## src/rtl/serial_tx_8b.sv

```systemverilog
// ---------------------------------------------------------------------------
// serial_tx_8b
//
// Parallel-to-serial frame transmitter. A word accepted on din is sent on
// sout as one start bit (0), WIDTH data bits and one stop bit (1). Each bit
// is held for CLKS_PER_BIT clock cycles. The line idles high.
//
// Parameters
//   WIDTH        data word width in bits (2..16)
//   CLKS_PER_BIT clock cycles per serial bit (1..255)
//   MSB_FIRST    0 = least significant bit first, 1 = most significant first
//
// Ports
//   clk    in   single clock, all state changes on its rising edge
//   reset  in   asynchronous, active-low reset
//   din    in   parallel word, sampled only when a load is accepted
//   load   in   request to transmit din
//   ready  out  a load will be accepted at the next rising edge
//   sout   out  registered serial line output, idle high
//   done   out  one-cycle pulse in the final cycle of the stop bit
// ---------------------------------------------------------------------------
module serial_tx_8b #(
    parameter int WIDTH        = 8,
    parameter int CLKS_PER_BIT = 4,
    parameter int MSB_FIRST    = 0
) (
    input  logic             clk,
    input  logic             reset,
    input  logic [WIDTH-1:0] din,
    input  logic             load,
    output logic             ready,
    output logic             sout,
    output logic             done
);

    // The bit-period counter needs at least one bit even when a serial bit
    // lasts a single clock, in which case it simply stays at zero.
    localparam int CW = (CLKS_PER_BIT > 1) ? $clog2(CLKS_PER_BIT) : 1;
    localparam int IW = $clog2(WIDTH);

    localparam logic [CW-1:0] CNT_MAX = CW'(CLKS_PER_BIT - 1);
    localparam logic [IW-1:0] IDX_MAX = IW'(WIDTH - 1);

    localparam logic [1:0] ST_IDLE  = 2'd0;
    localparam logic [1:0] ST_START = 2'd1;
    localparam logic [1:0] ST_DATA  = 2'd2;
    localparam logic [1:0] ST_STOP  = 2'd3;

    logic [1:0]       state;
    logic [CW-1:0]    bit_cnt;
    logic [IW-1:0]    bit_idx;
    logic [WIDTH-1:0] shreg;
    logic             sout_q;

    logic             bit_end;
    logic             stop_last;
    logic             accept;
    logic             next_bit;
    logic [WIDTH-1:0] shreg_shifted;

    // Status decode from registered state only. The final stop cycle is the
    // one place a frame both completes and can accept the next word, which
    // is what allows back-to-back frames with no idle gap.
    always_comb begin
        bit_end   = (bit_cnt == CNT_MAX);
        stop_last = (state == ST_STOP) && bit_end;
        ready     = (state == ST_IDLE) || stop_last;
        done      = stop_last;
        accept    = load && ready;
    end

    // Select the bit that leaves the shift register next and the register
    // contents after it has been consumed. The register always shifts
    // towards the output end, so the data index only counts bits and never
    // addresses the word directly.
    always_comb begin
        next_bit      = 1'b0;
        shreg_shifted = '0;
        if (MSB_FIRST != 0) begin
            next_bit      = shreg[WIDTH-1];
            shreg_shifted = {shreg[WIDTH-2:0], 1'b0};
        end else begin
            next_bit      = shreg[0];
            shreg_shifted = {1'b0, shreg[WIDTH-1:1]};
        end
    end

    // Frame sequencer. sout is loaded together with each state change so the
    // line value for a bit appears in the first cycle of that bit and comes
    // straight from a flop, with no path from load or din.
    always_ff @(posedge clk or negedge reset) begin
        if (!reset) begin
            state   <= ST_IDLE;
            bit_cnt <= '0;
            bit_idx <= '0;
            shreg   <= '0;
            sout_q  <= 1'b1;
        end else begin
            case (state)
                ST_IDLE: begin
                    bit_cnt <= '0;
                    bit_idx <= '0;
                    if (accept) begin
                        shreg  <= din;
                        state  <= ST_START;
                        sout_q <= 1'b0;
                    end else begin
                        sout_q <= 1'b1;
                    end
                end

                ST_START: begin
                    if (bit_end) begin
                        bit_cnt <= '0;
                        bit_idx <= '0;
                        state   <= ST_DATA;
                        sout_q  <= next_bit;
                        shreg   <= shreg_shifted;
                    end else begin
                        bit_cnt <= bit_cnt + 1'b1;
                    end
                end

                ST_DATA: begin
                    if (bit_end) begin
                        bit_cnt <= '0;
                        if (bit_idx == IDX_MAX) begin
                            bit_idx <= '0;
                            state   <= ST_STOP;
                            sout_q  <= 1'b1;
                        end else begin
                            bit_idx <= bit_idx + 1'b1;
                            sout_q  <= next_bit;
                            shreg   <= shreg_shifted;
                        end
                    end else begin
                        bit_cnt <= bit_cnt + 1'b1;
                    end
                end

                ST_STOP: begin
                    if (bit_end) begin
                        bit_cnt <= '0;
                        if (accept) begin
                            shreg  <= din;
                            state  <= ST_START;
                            sout_q <= 1'b0;
                        end else begin
                            state  <= ST_IDLE;
                            sout_q <= 1'b1;
                        end
                    end else begin
                        bit_cnt <= bit_cnt + 1'b1;
                    end
                end

                default: begin
                    state   <= ST_IDLE;
                    bit_cnt <= '0;
                    bit_idx <= '0;
                    sout_q  <= 1'b1;
                end
            endcase
        end
    end

    assign sout = sout_q;

endmodule

```

## config.mk

```make
export PLATFORM = sky130hd
export DESIGN_NAME = serial_tx_8b
export DESIGN_NICKNAME = d
export VERILOG_FILES = /design/src/rtl/serial_tx_8b.sv
export SDC_FILE = /design/constraint.sdc
export NUM_CORES = 1
export LEC_CHECK = 0
export CORE_MARGIN = 4
export CORE_UTILIZATION = 35
export DETAILED_ROUTE_END_ITERATION = 16
export PLACE_DENSITY = 0.57
export SLEW_MARGIN = 20
export SYNTH_ARGS = -nofsm -noshare
export SYNTH_HDL_FRONTEND = slang
export SYNTH_SLANG_ARGS = --single-unit
```

## constraint.sdc

```tcl
create_clock -name clk -period 5 [get_ports clk]
set_input_delay 1.25 -clock clk [delete_from_list [all_inputs] [get_ports clk]]
set_output_delay 1.25 -clock clk [all_outputs]
set_load 0.05 [all_outputs]
```

==> results.json <==
{
  "status": "finished clean",
  "die_w_um": 59.1,
  "vdd_ir_drop_max_mv": 0.405,
  "synth_cell_types": 27,
  "timing.final.crit_period_ns": 3.36,
  "syn_to_final_growth_pct": 19.6,
  "fill_cells": 260,
  "hold-worst-slack_ns": 0.448,
  "start_util_pct": 36.9,
  "antenna_found_initial": 0,
  "ys_warn_count": 0,
  "crit_required_ns": 3.75,
  "hold_class": "flop to flop",
  "hpwl_um": 1320,
  "worstSetupPathType": "flop to primary output",
  "worst_ep_arrival_time_ns": 2.11,
  "finalSetupViolations": 0,
  "route.detailed.drc": 0,
  "ios": 14,
  "clock_power_share_pct": 9.5,
  "clk_pin_slew_ns": 0.09,
  "cts_htree_levels": 1,
  "io_buffers": 13,
  "synthCells": 82,
  "syn_nets": 100,
  "grt_max_degree": 17,
  "final_cell_area_sq_um": 1090,
  "cts_tree": "done",
  "seqPwrFrac_pct": 29.8,
  "ys_seq_elements": 16,
  "coreArea_sq_um": 2480,
  "dpl_cell_area_sq_um": 1070,
  "antenna_cells": 0,
  "postCtsHoldBufs": 0,
  "viasPerCell": 5.42,
  "clock-skew-final_ns": 0.00470,
  "routabilityCongestion": 0.805,
  "grt_usage_pct": 11.2,
  "postCtsSetupRepairBufs": 0,
  "comb_power_share_pct": 60.7,
  "drtPass1Iterations": 4,
  "final_nets": 116,
  "fp.dieArea_sq_um": 3490,
  "max-cap-violations": 0,
  "wl_per_cell_um": 13.7,
  "mostFrequentLayoutCells": "15 x dfrtp_1, 13 x clkdlybuf4s50_1, 7 x and3_2, 7 x a221o_1, 7 x ha_1",
  "drt-initial-drc-count": 13,
  "postSynthAreaPerCell_sq_um": 11.1,
  "grt_pass1_vias": 663,
  "drtAntennaViolNets": 0,
  "p_int_mw": 0.406,
  "rows": 18,
  "cp_max_fo": 7,
  "worstSetupEndpointType": "primary output",
  "worstMarginPinSlew_ns": 0.760,
  "cts_root_buf": "clkbuf_4",
  "rsz0062_at_grt": "false",
  "clock_latency_ns": 0.28,
  "fin_tns_setup_ns": 0,
  "switching_power_mw": 0.317,
  "swShare_pct": 43.9,
  "power_density_nw_per_um2": 662,
  "routed_wl_um": 1740,
  "drv_slew": 0,
  "cts_buffers": 3,
  "drive_gt1_share_pct": 18.6,
  "seq_area_frac_synth_pct": 44.0,
  "cts_resized": 0,
  "max_freq_ghz": 0.298,
  "cts_buffer_depth": 2,
  "grt_overflow": 0,
  "finalCritPeriodShare_pct": 67.2,
  "grt_pass1_wl_um": 3000,
  "startpoint_type": "flop",
  "dieHeight_um": 59.1,
  "cts.sinks": 16,
  "finalHoldViolCount": 0,
  "synth_area_sq_um": 913,
  "leakagePower_nw": 0.508,
  "slew_headroom_pct": 49.0,
  "num_vias": 688,
  "mostFrequentLayoutCell": "dfrtp_1"
}
worst max-delay path, cell delays in order (launching register included):
cell and delay (ns):
dfrtp_1 0.41, inv_1 0.09, ha_1 0.28, a21oi_1 0.25
inv_1 0.09, clkdlybuf4s50_1 0.71
flip-flops by register name, indices dropped and copies added, names as in the netlist:
| signal | flops |
|---|---|
| shreg | 8 |
| bit_idx | 3 |
| bit_cnt | 2 |
| state | 2 |
| sout | 1 |
worst paths after layout:
kind | start | endpoint | slack (ns) | depth (start not counted)
max | state[0] | ready | 1.64 | 5
min | bit_cnt[0] | bit_cnt[0] | 0.45 | 1
max reg2reg | state[0] | shreg[3] | 2.93 | 5
min reg2reg | bit_cnt[0] | bit_cnt[0] | 0.45 | 1
max in group asynchronous | reset | bit_idx[2] | 3.16 | 1
min in group asynchronous | reset | bit_idx[1] | 1.39 | 1
synth_stat cells:
master / number / area share (%)
and2_2: 2 / 1.6
nor2_1: 4 / 1.6
o22ai_1: 2 / 1.4
a31oi_1: 1 / 0.69
nand2_1: 2 / 0.82
nand2b_1: 1 / 0.69
a22o_1: 6 / 5.8
o21ai_0: 2 / 1.1
nor2b_1: 1 / 0.69
a211oi_1: 1 / 0.82
a31o_2: 1 / 0.96
clkbuf_1: 1 / 0.41
dfstp_2: 1 / 2.9
ha_1: 7 / 9.6
o21ba_4: 1 / 1.8
a21oi_4: 1 / 1.8
a2bb2oi_1: 1 / 0.96
a21oi_1: 4 / 2.2
and3_2: 7 / 5.8
a221o_1: 7 / 7.7
a21o_1: 1 / 0.82
nor3_1: 4 / 2.2
inv_1: 6 / 2.5
o21ai_4: 1 / 1.8
dfrtp_1: 15 / 41
mux2_2: 1 / 1.2
buf_6: 1 / 1.2
final cells by class:
class / count / area [sq um] / area share, %
multi-input cells: 58 / 474 / 43.4
flip-flops and latches: 16 / 402 / 36.8
repair buffers: 13 / 130 / 11.9
well taps: 30 / 37.5 / 3.44
clock buffers: 4 / 26.3 / 2.41
inverters: 6 / 22.5 / 2.06
per-layer routing:
| metal | up-vias | wire, um | share of wire (%) | global-route usage, % |
|---|---|---|---|---|
| met4 | 0 | 15 | 0.86 | 1.94 |
| met2 | 6 | 772 | 44 | 16.7 |
| li1 | 344 | - | - | - |
| met5 | - | 0 | 0 | 0 |
| met1 | 336 | 913 | 53 | 15.8 |
| met3 | 2 | 37 | 2.1 | 3.92 |
cells by family after synthesis:
family / count (synthesis) / share of synthesized area, %
AO/OA/AOI/OAI: 29 / 27.7
adder cells (fa/ha/maj): 7 / 9.59
buffers and inverters: 8 / 4.11
flip-flops: 16 / 44.0
multiplexers: 1 / 1.23
AND/OR/NAND/NOR: 21 / 13.4
stage by stage:
stage	power, mW	util [%]	cells	worst slack (ns)
floorplan	0.578	-	82	2.60
global placement	0.652	43.0	123	2.00
detailed placement	0.659	43.0	123	1.96
CTS	0.733	44.1	127	1.61
global route	0.788	44.1	127	1.51
finish	0.723	44.1	127	1.64
power by group through the flow:
stage          combinational [mW]  clock [mW]  sequential [mW]
2_1_floorplan               0.352           0            0.225
3_3_place_gp                0.436           0            0.216
3_5_place_dp                0.441           0            0.218
4_1_cts                     0.444      0.0733            0.216
5_1_grt                     0.486      0.0775            0.224
6_report                    0.438      0.0689            0.215
No activity file was read; power rests on OpenSTA's default activity.
